File: config.mk
export PLATFORM = sky130hd
export DESIGN_NAME = avalon_burst_master
export DESIGN_NICKNAME = d
export VERILOG_FILES = /design/src/rtl/avalon_burst_master.sv
export SDC_FILE = /design/constraint.sdc
export NUM_CORES = 1
export LEC_CHECK = 0
export ABC_AREA = 1
export BUFFER_PORTS_ARGS = -buffer_cell sky130_fd_sc_hd__buf_2
export CAP_MARGIN = 20
export CORE_ASPECT_RATIO = 0.5
export CORE_MARGIN = 5
export CORE_UTILIZATION = 58
export DETAILED_ROUTE_END_ITERATION = 8
export PLACE_DENSITY = 0.84
export SLEW_MARGIN = 20
export SYNTH_ARGS = -nofsm -noshare
export SYNTH_HDL_FRONTEND = slang
export SYNTH_SLANG_ARGS = --single-unit
File: constraint.sdc
create_clock -name avl_clk -period 2.35 [get_ports avl_clk]
set_clock_uncertainty 0.05 [all_clocks]
set_input_delay 0.3525 -clock avl_clk [delete_from_list [all_inputs] [get_ports avl_clk]]
set_output_delay 0.3525 -clock avl_clk [all_outputs]
set_load 0.01 [all_outputs]
File: src/rtl/avalon_burst_master.sv
// avalon_burst_master
//
// Upstream command master for the Avalon-MM slave port. It turns user command, write-beat and
// read-beat handshakes into single or burst Avalon transfers. Only one command is in flight at
// a time. Read commands are aborted with a one-cycle err_timeout pulse when the slave stays
// silent for RD_TIMEOUT consecutive cycles.
//
// Ports
//   avl_clk, avl_rst_n          clock, asynchronous active-low reset
//   cmd_valid/ready             command handshake: cmd_write, cmd_addr, cmd_len
//                               (cmd_len 0 = single transfer, N = burst of N beats)
//   wr_valid/ready, wr_data     write-beat handshake (wr_ready is combinational)
//   rd_valid, rd_data, rd_last  returned read beats, no backpressure
//   done, err_timeout           one-cycle completion / read-abort pulses
//   avl_*                       Avalon-MM master signals (all outputs registered)

module avalon_burst_master #(
  parameter int unsigned ADDR_W     = 10,
  parameter int unsigned DATA_W     = 8,
  parameter int unsigned BURST_W    = 10,
  parameter int unsigned RD_TIMEOUT = 64
) (
  input  logic               avl_clk,
  input  logic               avl_rst_n,
  // command side
  input  logic               cmd_valid,
  output logic               cmd_ready,
  input  logic               cmd_write,
  input  logic [ADDR_W-1:0]  cmd_addr,
  input  logic [BURST_W-1:0] cmd_len,
  // write data side
  input  logic               wr_valid,
  output logic               wr_ready,
  input  logic [DATA_W-1:0]  wr_data,
  // read data side
  output logic               rd_valid,
  output logic [DATA_W-1:0]  rd_data,
  output logic               rd_last,
  // status
  output logic               done,
  output logic               err_timeout,
  // Avalon-MM master
  output logic [ADDR_W-1:0]  avl_address,
  output logic               avl_read,
  output logic               avl_write,
  output logic [DATA_W-1:0]  avl_writedata,
  output logic [BURST_W-1:0] avl_burstcount,
  output logic               avl_beginbursttransfer,
  input  logic [DATA_W-1:0]  avl_readdata,
  input  logic               avl_readdatavalid
);

  localparam int unsigned CntW = $clog2(RD_TIMEOUT + 1);

  typedef enum logic [1:0] {
    StIdle,
    StWr,
    StRdReq,
    StRdWait
  } state_e;

  state_e             state_q;
  logic [ADDR_W-1:0]  addr_q;
  logic [BURST_W-1:0] len_q;
  logic [BURST_W-1:0] beats_q;     // beats still to transfer
  logic               first_q;     // next write beat is the first of the command
  logic [CntW-1:0]    idle_cnt_q;  // consecutive silent cycles in StRdWait

  // done/err_timeout are high in the first idle cycle; holding cmd_ready low there makes
  // cmd_ready rise the cycle after completion. Gating with the reset keeps it 0 during reset.
  logic idle_free;
  assign idle_free = (state_q == StIdle) && !done && !err_timeout;
  assign cmd_ready = avl_rst_n && idle_free;
  assign wr_ready  = (state_q == StWr);

  always_ff @(posedge avl_clk or negedge avl_rst_n) begin
    if (!avl_rst_n) begin
      state_q                <= StIdle;
      addr_q                 <= '0;
      len_q                  <= '0;
      beats_q                <= '0;
      first_q                <= 1'b0;
      idle_cnt_q             <= '0;
      rd_valid               <= 1'b0;
      rd_data                <= '0;
      rd_last                <= 1'b0;
      done                   <= 1'b0;
      err_timeout            <= 1'b0;
      avl_address            <= '0;
      avl_read               <= 1'b0;
      avl_write              <= 1'b0;
      avl_writedata          <= '0;
      avl_burstcount         <= '0;
      avl_beginbursttransfer <= 1'b0;
    end else begin
      // Strobes default low; address, data and burstcount hold their last value.
      avl_read               <= 1'b0;
      avl_write              <= 1'b0;
      avl_beginbursttransfer <= 1'b0;
      rd_valid               <= 1'b0;
      rd_last                <= 1'b0;
      done                   <= 1'b0;
      err_timeout            <= 1'b0;

      case (state_q)
        StIdle: begin
          if (cmd_valid && idle_free) begin
            addr_q     <= cmd_addr;
            len_q      <= cmd_len;
            beats_q    <= (cmd_len == '0) ? BURST_W'(1) : cmd_len;
            first_q    <= 1'b1;
            idle_cnt_q <= '0;
            if (cmd_write) begin
              state_q <= StWr;
            end else begin
              // Read request is registered here so avl_read is high during StRdReq.
              state_q                <= StRdReq;
              avl_read               <= 1'b1;
              avl_address            <= cmd_addr;
              avl_burstcount         <= cmd_len;
              avl_beginbursttransfer <= (cmd_len != '0);
            end
          end
        end

        StWr: begin
          if (wr_valid) begin
            avl_write              <= 1'b1;
            avl_writedata          <= wr_data;
            avl_address            <= addr_q;
            avl_burstcount         <= len_q;
            avl_beginbursttransfer <= first_q && (len_q != '0);
            first_q                <= 1'b0;
            beats_q                <= beats_q - BURST_W'(1);
            if (beats_q == BURST_W'(1)) begin
              state_q <= StIdle;
              done    <= 1'b1;
            end
          end
        end

        StRdReq: begin
          state_q <= StRdWait;
        end

        StRdWait: begin
          if (avl_readdatavalid) begin
            rd_valid   <= 1'b1;
            rd_data    <= avl_readdata;
            idle_cnt_q <= '0;
            beats_q    <= beats_q - BURST_W'(1);
            if (beats_q == BURST_W'(1)) begin
              rd_last <= 1'b1;
              done    <= 1'b1;
              state_q <= StIdle;
            end
          end else if (idle_cnt_q == CntW'(RD_TIMEOUT - 1)) begin
            // This silent cycle is the RD_TIMEOUT-th in a row.
            err_timeout <= 1'b1;
            idle_cnt_q  <= '0;
            state_q     <= StIdle;
          end else begin
            idle_cnt_q <= idle_cnt_q + CntW'(1);
          end
        end

        default: state_q <= StIdle;
      endcase
    end
  end

endmodule

Yosys cells after proc, flatten, opt, wreduce, memory -nomap -nowiden. Cells that the tools add are included.

Latch bits: 0. Input port bits: 42. Register bits after elaboration: 83. Memories kept: 0. Logic and storage cells: 97. Bits in read-only memories: 0. RAM bits: 0. Output and inout port bits: 45.

Divide/modulo/power cells: 0. $mul: 0. Mux-type cells: 46. Reductions and logical operators: 22. $add $sub $neg: 2. Shift operators: 0. Bitwise operators: 0. Eq/ne operators: 10. $lt $le $gt $ge: 0.

Operators with widths (number): 2-to-1 mux 10 bit (10); case mux 10 bit (2 select lines) (2); case mux 10 bit (3 select lines) (1); 2-to-1 mux 7 bit (3); nonzero test 10 bit (2); 2-to-1 mux 1 bit (19); case mux 7 bit (2 select lines) (1); 2-to-1 mux 2 bit (6); == test 10 x 1 -> 1 bit (second input constant) (1); logical NOT 10 bit (1); subtractor 10 x 1 -> 10 bit (second input constant) (1); case mux 2 bit (4 select lines) (1); AND reduction 2 bit (4); AND reduction 4 bit (2); adder 7 x 1 -> 7 bit (second input constant) (1); == test 7 x 6 -> 1 bit (second input constant) (1); inequality test 2 bit (second input constant) (3); case mux 1 bit (2 select lines) (3); AND reduction 3 bit (2); logical AND 1 bit (5); == test 2 bit (second input constant) (2); nonzero test 2 bit (2); inequality test 3 bit (second input constant) (1); nonzero test 3 bit (1); 4 further kinds (5).

Longest topological paths before layout.
Depth after elaboration: 6. Gate-level depth with buffers: 10. Mapped depth without buffers: 9.

Worst setup path after synthesis. No wires, ideal clock.

Kind: register to register. From: reg state_q[1]. To: reg idle_cnt_q[2]. Clock period less this slack: 1.392 ns. Data required time: 2.180 ns. Library setup time: 0.120 ns. Setup slack: 0.958 ns. Stages on the path, launching flop included: 9. Arrival: 1.222 ns. Path buffers: 0. Cell sequence: dfrtp_1 inv_2 nand2_2 inv_2 nand3_2 nand2_1 inv_1 o21ai_0 nor2_1.

Longest elaborated chain between the ends: 6. Elaborated cells on any way between the ends: 9. Classes of those cells: eq/ne (2); mux (1); reduce/logical (6).

RTL lines: from (decl) (line 62) `state_e state_q;`; from (signal assigned) (line 78) `state_q <= StIdle;`; from (signal assigned) (line 114) `state_q <= StWr;`; from (signal assigned) (line 117) `state_q <= StRdReq;`; logical NOT 2 bit (line 72, 105); logical AND 1 bit (2 in a row) (line 72) `assign idle_free = (state_q == StIdle) && !done && !err_timeout;`; logical AND 1 bit (line 107) `if (cmd_valid && idle_free) begin`; inequality test 2 x 1 -> 1 bit (no line); AND reduction 2 bit (no line); to (signal assigned) (line 163) `idle_cnt_q <= idle_cnt_q + CntW'(1);`; to (decl) (line 67) `logic [CntW-1:0] idle_cnt_q;`.

Parallel ways exist; a longest one is shown, timed or not. A chain may end at the register's enable or synchronous reset.

Worst setup path in the final report.
From: reg state_q[0]. To: out cmd_ready.

Longest elaborated chain between the ends: 4.

RTL lines: logical NOT 2 bit (line 72); logical AND 1 bit (2 in a row) (line 72); logical AND 1 bit (line 73) `assign cmd_ready = avl_rst_n && idle_free;`; to (decl) (line 27) `output logic cmd_ready,`.

Every way passes these cells.

==> qor.yml <==
power:
  p_sw_mw: 2.501
  p_per_area_nw_per_um2: 1304
  fin_total_pwr_mw: 6.292
  comb_power_share: 0.389
  ir_drop_mv: 0.7398
  pwr-share-clk: 0.232
  p_int_mw: 3.791
  p_sw_frac: 0.3975
  leakage_nw: 2.647
  power_frac_seq: 0.379
floorplanning:
  die_h_um: 68.64
  die_x_um: 127.3
  design.die.area_um2: 8737
  rows: 21
  core_um2: 6674
  start_util: 0.5977
  ios: 87
final_layout:
  utilization: 0.7233
  areaGrowthSynthToFinish_pct: 21.02
  fillers: 541
  num_antenna_cells: 0
  nets: 652
  final_layout_size_suffix_gt1_frac: 0.2075
min_path:
  hp-class: "in2async"
timing:
  whs_ns: -0.005421
  finalMaxSlewViolations: 0
  timing.final.crit_period_ns: 1.853
  fin_setup_tns_ns: 0
  final_hold_viol_count: 3
  worst_pin_slew_ns: 0.4512
  setup_violations: 0
  period_share: 0.7884
  max_slew_margin: 0.6992
  setup_ws_ns: 0.4973
  fmax_mhz: 539.7
  rsz0062_at_grt: "no"
yosys:
  synth_edf_count: 0
  synth_area_per_cell_um2: 7.656
  yosysMostFrequentCell: "nand2_1"
  syn_inst: 521
  synthesis.nets: 566
  seq_area_frac_synth: 0.5207
  synth_top_area_share: 0.5207
  synth_area_leaders: "dfrtp_1, nand2_1, o21ai_0"
  synth_top_area_cell: "dfrtp_1"
  ys_warn_count: 0
  synth_cell_type_count: 27
  synth_flop_cell: "dfrtp_1"
  postSynth.asyncResetShare: 1.000
  syn_area_um2: 3989
  ys_ff_latch: 83
  yosys-top-cells-count: "nand2_1, dfrtp_1, inv_1"
critical_path:
  r2r_cells: 8
  worstPathRequired_ns: 1.95
  critical_path_peak_fanout: 11
  endpoint_kind: "primary output"
  cp_slowest_stage_delay_ns: 0.46
  crit_arrival_ns: 1.45
  cp_top_family: "flip-flops"
  cp_num_buf_inv: 2
  crit_slowest_cell: "dfrtp_1"
  cp.depth: 4
  critPathLaunchType: "register"
  worstSetupPathType: "reg2out"
  path_cells: "inv_2, nand2_2, nor3b_1, buf_2"
clock_network:
  cts_tree: "yes"
  clk_pin_slew_ns: 0.06
  holdBufCountCts: 0
  cts-root-buf: "clkbuf_16"
  cts_resized: 0
  cts.sinks: 83
  clk-insertion-delay-late_ns: 0.34
  postCtsSetupRepairBufs: 0
  cts_buffer_depth: 2
  htree_levels: 3
  numCtsBuffers: 9
grt:
  gr-total-overflow: 0
  grt_pass1_vias: 3277
  antenna_found_initial: 0
  grt_first_pass_wirelength_mm: 15.31
  grt_max_degree: 84
  grt.total_usage: 0.2254
outcome:
  outcome: "complete, but fails checks"
  failed_checks: "hold timing"
route:
  drt-initial-drc-count: 367
  drc: 0
  antenna_left: 0
  wirelength_mm: 9.106
  viasPerCell: 5.074
  vias: 3572
  dr.pass1.iters: 5
  routedWlPerCell_um: 12.93
placed_design:
  place_ws_ns: 0.5453
  portBuffers: 86
  dp_hpwl_mm: 6.400
  gp_congestion: 0.9046
run:
  maxCapViolCount: 0
==> final timing paths <==
kind / from / end / slack [ns]
setup reg to reg: state_q[0]$_DFFE_PN0P_ / avl_beginbursttransfer$_DFF_PN0_ / 0.50
hold reg to reg: rd_data[4]$_DFFE_PN0P_ / rd_data[4]$_DFFE_PN0P_ / 0.42
setup / recovery: state_q[0]$_DFFE_PN0P_ / cmd_ready / 0.50
hold / removal: avl_rst_n / beats_q[6]$_DFFE_PN0P_ / -0.005
max in group asynchronous: avl_rst_n / idle_cnt_q[3]$_DFFE_PN0P_ / 1.87
min in group avl_clk: wr_data[6] / avl_writedata[6]$_DFFE_PN0P_ / 0.15
==> layout by cell type, fill, tap and decap left out, types with 2 or more instances in the layout <==
master / instances
o21ai_0: 58
nand2_1: 152
a21oi_1: 20
o21ai_1: 15
nand3_1: 15
ha_1: 3
dfrtp_1: 83
buf_2: 85
nand3_2: 2
nand2_2: 3
nor2_1: 50
inv_1: 76
clkbuf_16: 9
inv_2: 8
buf_4: 7
nand4_1: 7
clkbuf_8: 2
==> stage by stage <==
stage | cells | instance area [µm²]
4_1_cts | 704 | 4827
3_3_place_gp | 688 | 4514
3_5_place_dp | 688 | 4514
2_1_floorplan | 521 | 3989
6_report | 704 | 4827
5_1_grt | 704 | 4827
==> registers in the layout, indices dropped and copies added, names as in the netlist <==
| register | count |
|---|---|
| state_q | 2 |
| avl_burstcount | 10 |
| err_timeout | 1 |
| rd_last | 1 |
| avl_write | 1 |
| avl_read | 1 |
| idle_cnt_q | 7 |
| avl_beginbursttransfer | 1 |
| avl_writedata | 8 |
| first_q | 1 |
| avl_address | 10 |
| done | 1 |
| rd_valid | 1 |
| rd_data | 8 |
| beats_q | 10 |
| addr_q | 10 |
| len_q | 10 |
==> layout make-up <==
class / instances / area [µm²] / area share
clock buffers: 11 / 252.7 / 0.05236
well taps: 92 / 115.1 / 0.02385
multi-input cells: 336 / 1509 / 0.3126
flip-flops and latches: 83 / 2077 / 0.4303
clock inverters: 5 / 60.06 / 0.01244
inverters: 84 / 315.3 / 0.06532
repair buffers: 93 / 498.0 / 0.1032
==> layer usage <==
| layer | global-route usage | part of all wire | vias to the layer above |
|---|---|---|---|
| met2 | 0.3521 | 0.46 | 114 |
| met5 | 0 | 0 | - |
| met1 | 0.3022 | 0.45 | 1645 |
| met3 | 0.08462 | 0.079 | 14 |
| met4 | 0.05615 | 0.015 | 0 |
| li1 | - | - | 1799 |
==> kinds of logic (layout without fill, tap and decap cells) <==
logic type / after synthesis / after routing / share of synthesized area
AOI/OAI and AO/OA: 100 / 100 / 0.1317
buffers and inverters: 102 / 193 / 0.1010
and+or+nand+nor: 233 / 233 / 0.2371
adders and majority gates: 3 / 3 / 0.009411
DFF: 83 / 83 / 0.5207
==> power by group through the flow <==
stage / Sequential [mW] / Combinational, mW / Clock, mW
after global routing: 2.46 / 2.82 / 1.54
final: 2.38 / 2.45 / 1.46
after CTS: 2.38 / 2.46 / 1.48
after global placement: 2.38 / 2.36 / 0
after floorplan: 2.49 / 1.56 / 0
after detailed placement: 2.39 / 2.44 / 0
Note: power is estimated with default switching activity, not from simulation.
